===== src/rtl/la_debounce.sv =====
// Debounce and edge-detect stage for an already-synchronized level.
// A change on 'in' must persist for HOLD enabled cycles before 'out' follows.
module la_debounce #(
  parameter        PROP   = "DEFAULT",
  parameter int    HOLD   = 4,
  parameter bit    RSTVAL = 1'b0,
  parameter int    CW     = $clog2(HOLD + 1)
) (
  input  logic clk,
  input  logic nreset,
  input  logic en,
  input  logic in,
  output logic out,
  output logic rise,
  output logic fall,
  output logic busy
);

  typedef enum logic {
    STABLE = 1'b0,
    PEND   = 1'b1
  } state_t;

  state_t        state_q, state_d;
  logic [CW-1:0] cnt_q, cnt_d;
  logic          out_q, out_d;
  logic          rise_q, rise_d;
  logic          fall_q, fall_d;

  always_ff @(posedge clk or negedge nreset) begin
    if (!nreset) begin
      state_q <= STABLE;
      cnt_q   <= '0;
      out_q   <= RSTVAL;
      rise_q  <= 1'b0;
      fall_q  <= 1'b0;
    end else begin
      state_q <= state_d;
      cnt_q   <= cnt_d;
      out_q   <= out_d;
      rise_q  <= rise_d;
      fall_q  <= fall_d;
    end
  end

  // Strobes default low so they never stretch across a disabled edge.
  always_comb begin
    state_d = state_q;
    cnt_d   = cnt_q;
    out_d   = out_q;
    rise_d  = 1'b0;
    fall_d  = 1'b0;
    if (en) begin
      if (in == out_q) begin
        state_d = STABLE;
        cnt_d   = '0;
      end else begin
        case (state_q)
          STABLE: begin
            if (HOLD == 1) begin
              out_d  = in;
              rise_d = in;
              fall_d = ~in;
            end else begin
              state_d = PEND;
              cnt_d   = CW'(1);
            end
          end
          PEND: begin
            if (cnt_q == CW'(HOLD - 1)) begin
              state_d = STABLE;
              cnt_d   = '0;
              out_d   = in;
              rise_d  = in;
              fall_d  = ~in;
            end else begin
              cnt_d = cnt_q + CW'(1);
            end
          end
          default: begin
            state_d = STABLE;
            cnt_d   = '0;
          end
        endcase
      end
    end
  end

  always_comb begin
    out  = out_q;
    rise = rise_q;
    fall = fall_q;
    busy = (state_q == PEND);
  end

endmodule

===== config.mk =====
export PLATFORM = sky130hd
export DESIGN_NAME = la_debounce
export DESIGN_NICKNAME = d
export VERILOG_FILES = /design/src/rtl/la_debounce.sv
export SDC_FILE = /design/constraint.sdc
export NUM_CORES = 1
export LEC_CHECK = 0
export ABC_AREA = 1
export CORE_AREA = 2 2 39 41
export CTS_CLUSTER_SIZE = 8
export DETAILED_ROUTE_END_ITERATION = 8
export DIE_AREA = 0 0 41 43
export GPL_TIMING_DRIVEN = 0
export HOLD_SLACK_MARGIN = 0.02
export PLACE_DENSITY_LB_ADDON = 0.1
export SLEW_MARGIN = 10
export SYNTH_ARGS = -nofsm -noshare
export SYNTH_HDL_FRONTEND = slang
export SYNTH_SLANG_ARGS = --single-unit

===== constraint.sdc =====
create_clock -name clk -period 1.32 [get_ports clk]
set_clock_uncertainty 0.05 [all_clocks]
set_input_delay 0.264 -clock clk [delete_from_list [all_inputs] [get_ports clk]]
set_output_delay 0.264 -clock clk [all_outputs]
set_load 0.05 [all_outputs]

======== After elaboration in Yosys (flattened, before gate mapping) ========
Index checks and enable logic that the tools add are counted.
storage, ports and cells
  flip-flop bits (word level) ............. 7
  bits of input ports ..................... 4
  output and inout port bits .............. 4
  word-level logic and storage cells ...... 26
operators by class
  $add $sub $neg .......................... 1
  eq/ne operators ......................... 2
  multiplexer cells ....................... 14
  bitwise operators ....................... 3
  reduce and logical (&&, ||, !) cells .... 1
operators by type and width
  kind                                                              number
  1-bit 2-to-1 mux                                                  10
  3-bit 2-to-1 mux                                                  2
  3-bit one-hot mux with 2 select lines                             1
  4-bit AND reduction                                               1
  3-bit by 1-bit adder with 3-bit output (second input constant)    1
  3-bit by 2-bit == test with 1-bit output (second input constant)  1
  1-bit inverter                                                    3
  1-bit one-hot mux with 2 select lines                             1
  1-bit == test                                                     1

======== Depth between registers and ports, before layout ========
  depth after elaboration ................. 5
  depth in mapped cells ................... 6
  gate-level depth less buffers ........... 6

======== Least setup slack after synthesis ========
No wires, ideal clock.
  kind .................................... reg2reg
  start point ............................. register out_q, in the netlist out
  end point ............................... register out_q, in the netlist out
  data arrival time ....................... 1.130 ns
  data required time ...................... 1.150 ns
  slack ................................... 0.021 ns
  cell stages (with the launch flop) ...... 6
  path buffers ............................ 0
  cells stage by stage .................... dfrtp_1 -> nor2_1 -> nor2_4 -> nand2_1 -> nand2_1 -> nand2_1
on the way
  word-level cells in the longest chain between the ends .. 3
RTL lines
  element                               RTL line  RTL
  from (decl)                           26        logic out_q, out_d;
  from (signal assigned)                40        out_q <= out_d;
  1-bit == test                         54        if (in == out_q) begin
  1-bit inverter (no source line)       n/a
  4-bit AND reduction (no source line)  n/a
Every way passes these cells.
A chain may end at the register's enable or synchronous reset.

======== Worst setup path in the final report ========
  start point ............................. register rise_q, in the netlist rise
  end point ............................... output port rise
RTL lines
  element                 RTL line  RTL
  from (decl)             27        logic rise_q, rise_d;
  from (signal assigned)  41        rise_q <= rise_d;
  to (decl)               14        output logic rise,
No word-level cell between the ends.

==> metrics <==
total track usage=9.40%; critical path launch point=rise$_DFF_PN0_; DP Area=415 um^2; Layout area overhead=34.2%; Seq pwr share=46.1%; initial antenna violation count=0; adder-cell share of the synthesized area=under 10%; fmax=0.805 GHz; io pins=8; Synth Net Count=45; fin nets=57; P_sw=148 uW; final hold vios=0; Final Setup Violations=0; Reg2Reg Setup Slack=0.19 ns; part of the Yosys area used for sequential elements=53.8%; vias in the first global route=269; pre-CTS setup slack=-0.227 ns; DIE AREA=roughly 0.0018 mm^2; RSZ-0062 raised after global routing=false; area of the core=0.00138 mm^2; status=finished, final reports clean; max_cap viols=0; # Post-CTS Setup Buffers=0; hold_buf cts=0; synthesized flop and latch total=7; switch share=28.5%; post-synthesis simple-gate area fraction=between 30% and 40%; min-delay worst type=primary input to async pin; FF-to-FF path depth=5; FF-to-FF Start=cnt_q[0]$_DFFE_PN0P_; Final Max Slew Viols=0; Avg Cell Area, Syn=8.13 um^2; CTS tree=built; commonest non-fill, non-tap cells in the layout=nand2_1 (13), inv_1 (7), dfrtp_1 (7); Starting Density=approximately a quarter; Setup WS post-layout=0.0784 ns; clk sinks=7; Detailed Route WL=586 um; post-layout util=31.6%; commonest non-fill, non-tap cell in the layout=nand2_1; gr ovfl total=0; Final Critical Period=1.24 ns; clock latency at the later pin of the worst-skew pair=roughly 0.25 ns; largest family of logic cells by synthesized area=simple AND/OR/NAND/NOR gates; CTS H-tree lvls=1; fraction of layout cells with a size suffix above 1=17.6%; RR Endpoint=out$_DFFE_PN0P_; crit-path leading delay family=flip-flops; worst-path fanout max=1; Synth area leaders=dfrtp_1 (54%), nand2_1 (15%), inv_1 (8.1%); routed vias=263; Min Hold Slack=0.231 ns; share of the synthesized area in the top cell type=53.8%; Finished Layout Cells=67; Worst Setup Path Type=register to output pin; crit path buf inv count=1; Tot Pwr=521 uW; DR iter-0 viols=2; Max Buffers Root-to-Sink=2; DRC=0; post-route cell area=437 um^2; worst slew pin tran=0.333 ns; clock-pin slew on the worst setup and hold paths=0.05 ns; Synth Area in Compound Gates=1.54%; number of buffers created by CTS=3; Peak VDD IR=0.000462 V; Worst setup EP type=output pin; Internal Power=373 uW; GPL Wtd Cong=0.687; power density cells=1190 mW/mm^2; Setup TNS=0 ns; critical path depth=1; cell count after placement=63; XOR/XNOR share of the synthesized area=0%; pin count of the biggest net entering global routing=8; Logic pwr share=17.0%; port bufs=7; leakage power=0.243 nW; routed len/inst=8.75 um; 1st-pass router iterations=4; Max stage delay on crit path=0.35 ns; post-synthesis mux area share=0%; Synthesis Warnings=0; relative slew slack=between 70% and 80%; startpoint types=register; CP max stage cell=dfrtp_1; std cell rows=14; crit path to=rise; fin crit share=94.1%; CP Data Required Time=1.01 ns; distinct cell type count after synthesis=9; Final ANT Viol Nets=0; Die Span Y=43 um; Post-Syn Area=roughly 330 um^2; hpwl dp=488 um; Mapped Cells=40; antenna cells=0; Via density=between 3 and 4; clock share of power=36.9%; Die Wd=41 um; largest area contributor in the netlist=dfrtp_1; fillers=154; first-pass GRT wire length=~1100 um; CP arrival=0.93 ns; CTS root buf=clkbuf_4; CP cell instances=clkdlybuf4s15_2
[state kept, by name (all words and copies together), names as in the netlist]
signal,cells
rise,1
out,1
busy,1
cnt_q,3
fall,1
[power groups by stage]
| stage | logic [mW] | clock network, mW | registers, mW |
|---|---|---|---|
| after floorplan | 0.0331 | 0 | 0.267 |
| after global placement | 0.0934 | 0 | 0.243 |
| after detailed placement | 0.0950 | 0 | 0.244 |
| after CTS | 0.0891 | 0.205 | 0.240 |
| after global routing | 0.100 | 0.216 | 0.243 |
| final | 0.0884 | 0.192 | 0.240 |
[cell type report]
type,instances,area [um^2],share of cell area (%)
timing repair buffer,7,65.1,14.9
multi-input combinational,26,124,28.4
tap,16,20.0,4.58
sequential,7,175,40.1
inverter,7,26.3,6.02
clock buffer,4,26.3,6.02
[cells by family after synthesis]
group,after synthesis
AO/OA/AOI/OAI,1
adder cells (fa/ha/maj),1
buffers and inverters,7
flip-flops,7
AND/OR/NAND/NOR,24
[worst min-delay path by stage]
stage | from | to | slack [ns] | cells after the start
CTS | nreset | fall$_DFF_PN0_ | 0.23 | 1
global placement | cnt_q[1]$_DFFE_PN0P_ | cnt_q[1]$_DFFE_PN0P_ | 0.42 | 2
detailed placement | cnt_q[1]$_DFFE_PN0P_ | cnt_q[1]$_DFFE_PN0P_ | 0.43 | 2
floorplan | nreset | busy$_DFFE_PN0P_ | -0.08 | 0
finish | nreset | cnt_q[0]$_DFFE_PN0P_ | 0.23 | 1
global route | nreset | fall$_DFF_PN0_ | 0.26 | 1
[cell usage after synthesis (all sizes together)]
library cell,number
dfrtp,7
ha,1
inv,7
nand2,14
nand3,5
nor2,5
o21ai,1
[repair_timing]
action                     4_1_cts  5_1_grt
hold endpoints to repair         0        0
resized for setup               16        1
setup endpoints to repair        4        1
[metal layers]
metal / wire [um] / vias to the layer above / global-route usage (%)
li1: - / 142 / -
met1: 298 / 116 / 12.5
met2: 249 / 5 / 12.5
met3: 38 / 0 / 4.71
met4: 0 / 0 / 4.00
met5: 0 / - / 0
Note: power is estimated with default switching activity, not from simulation.
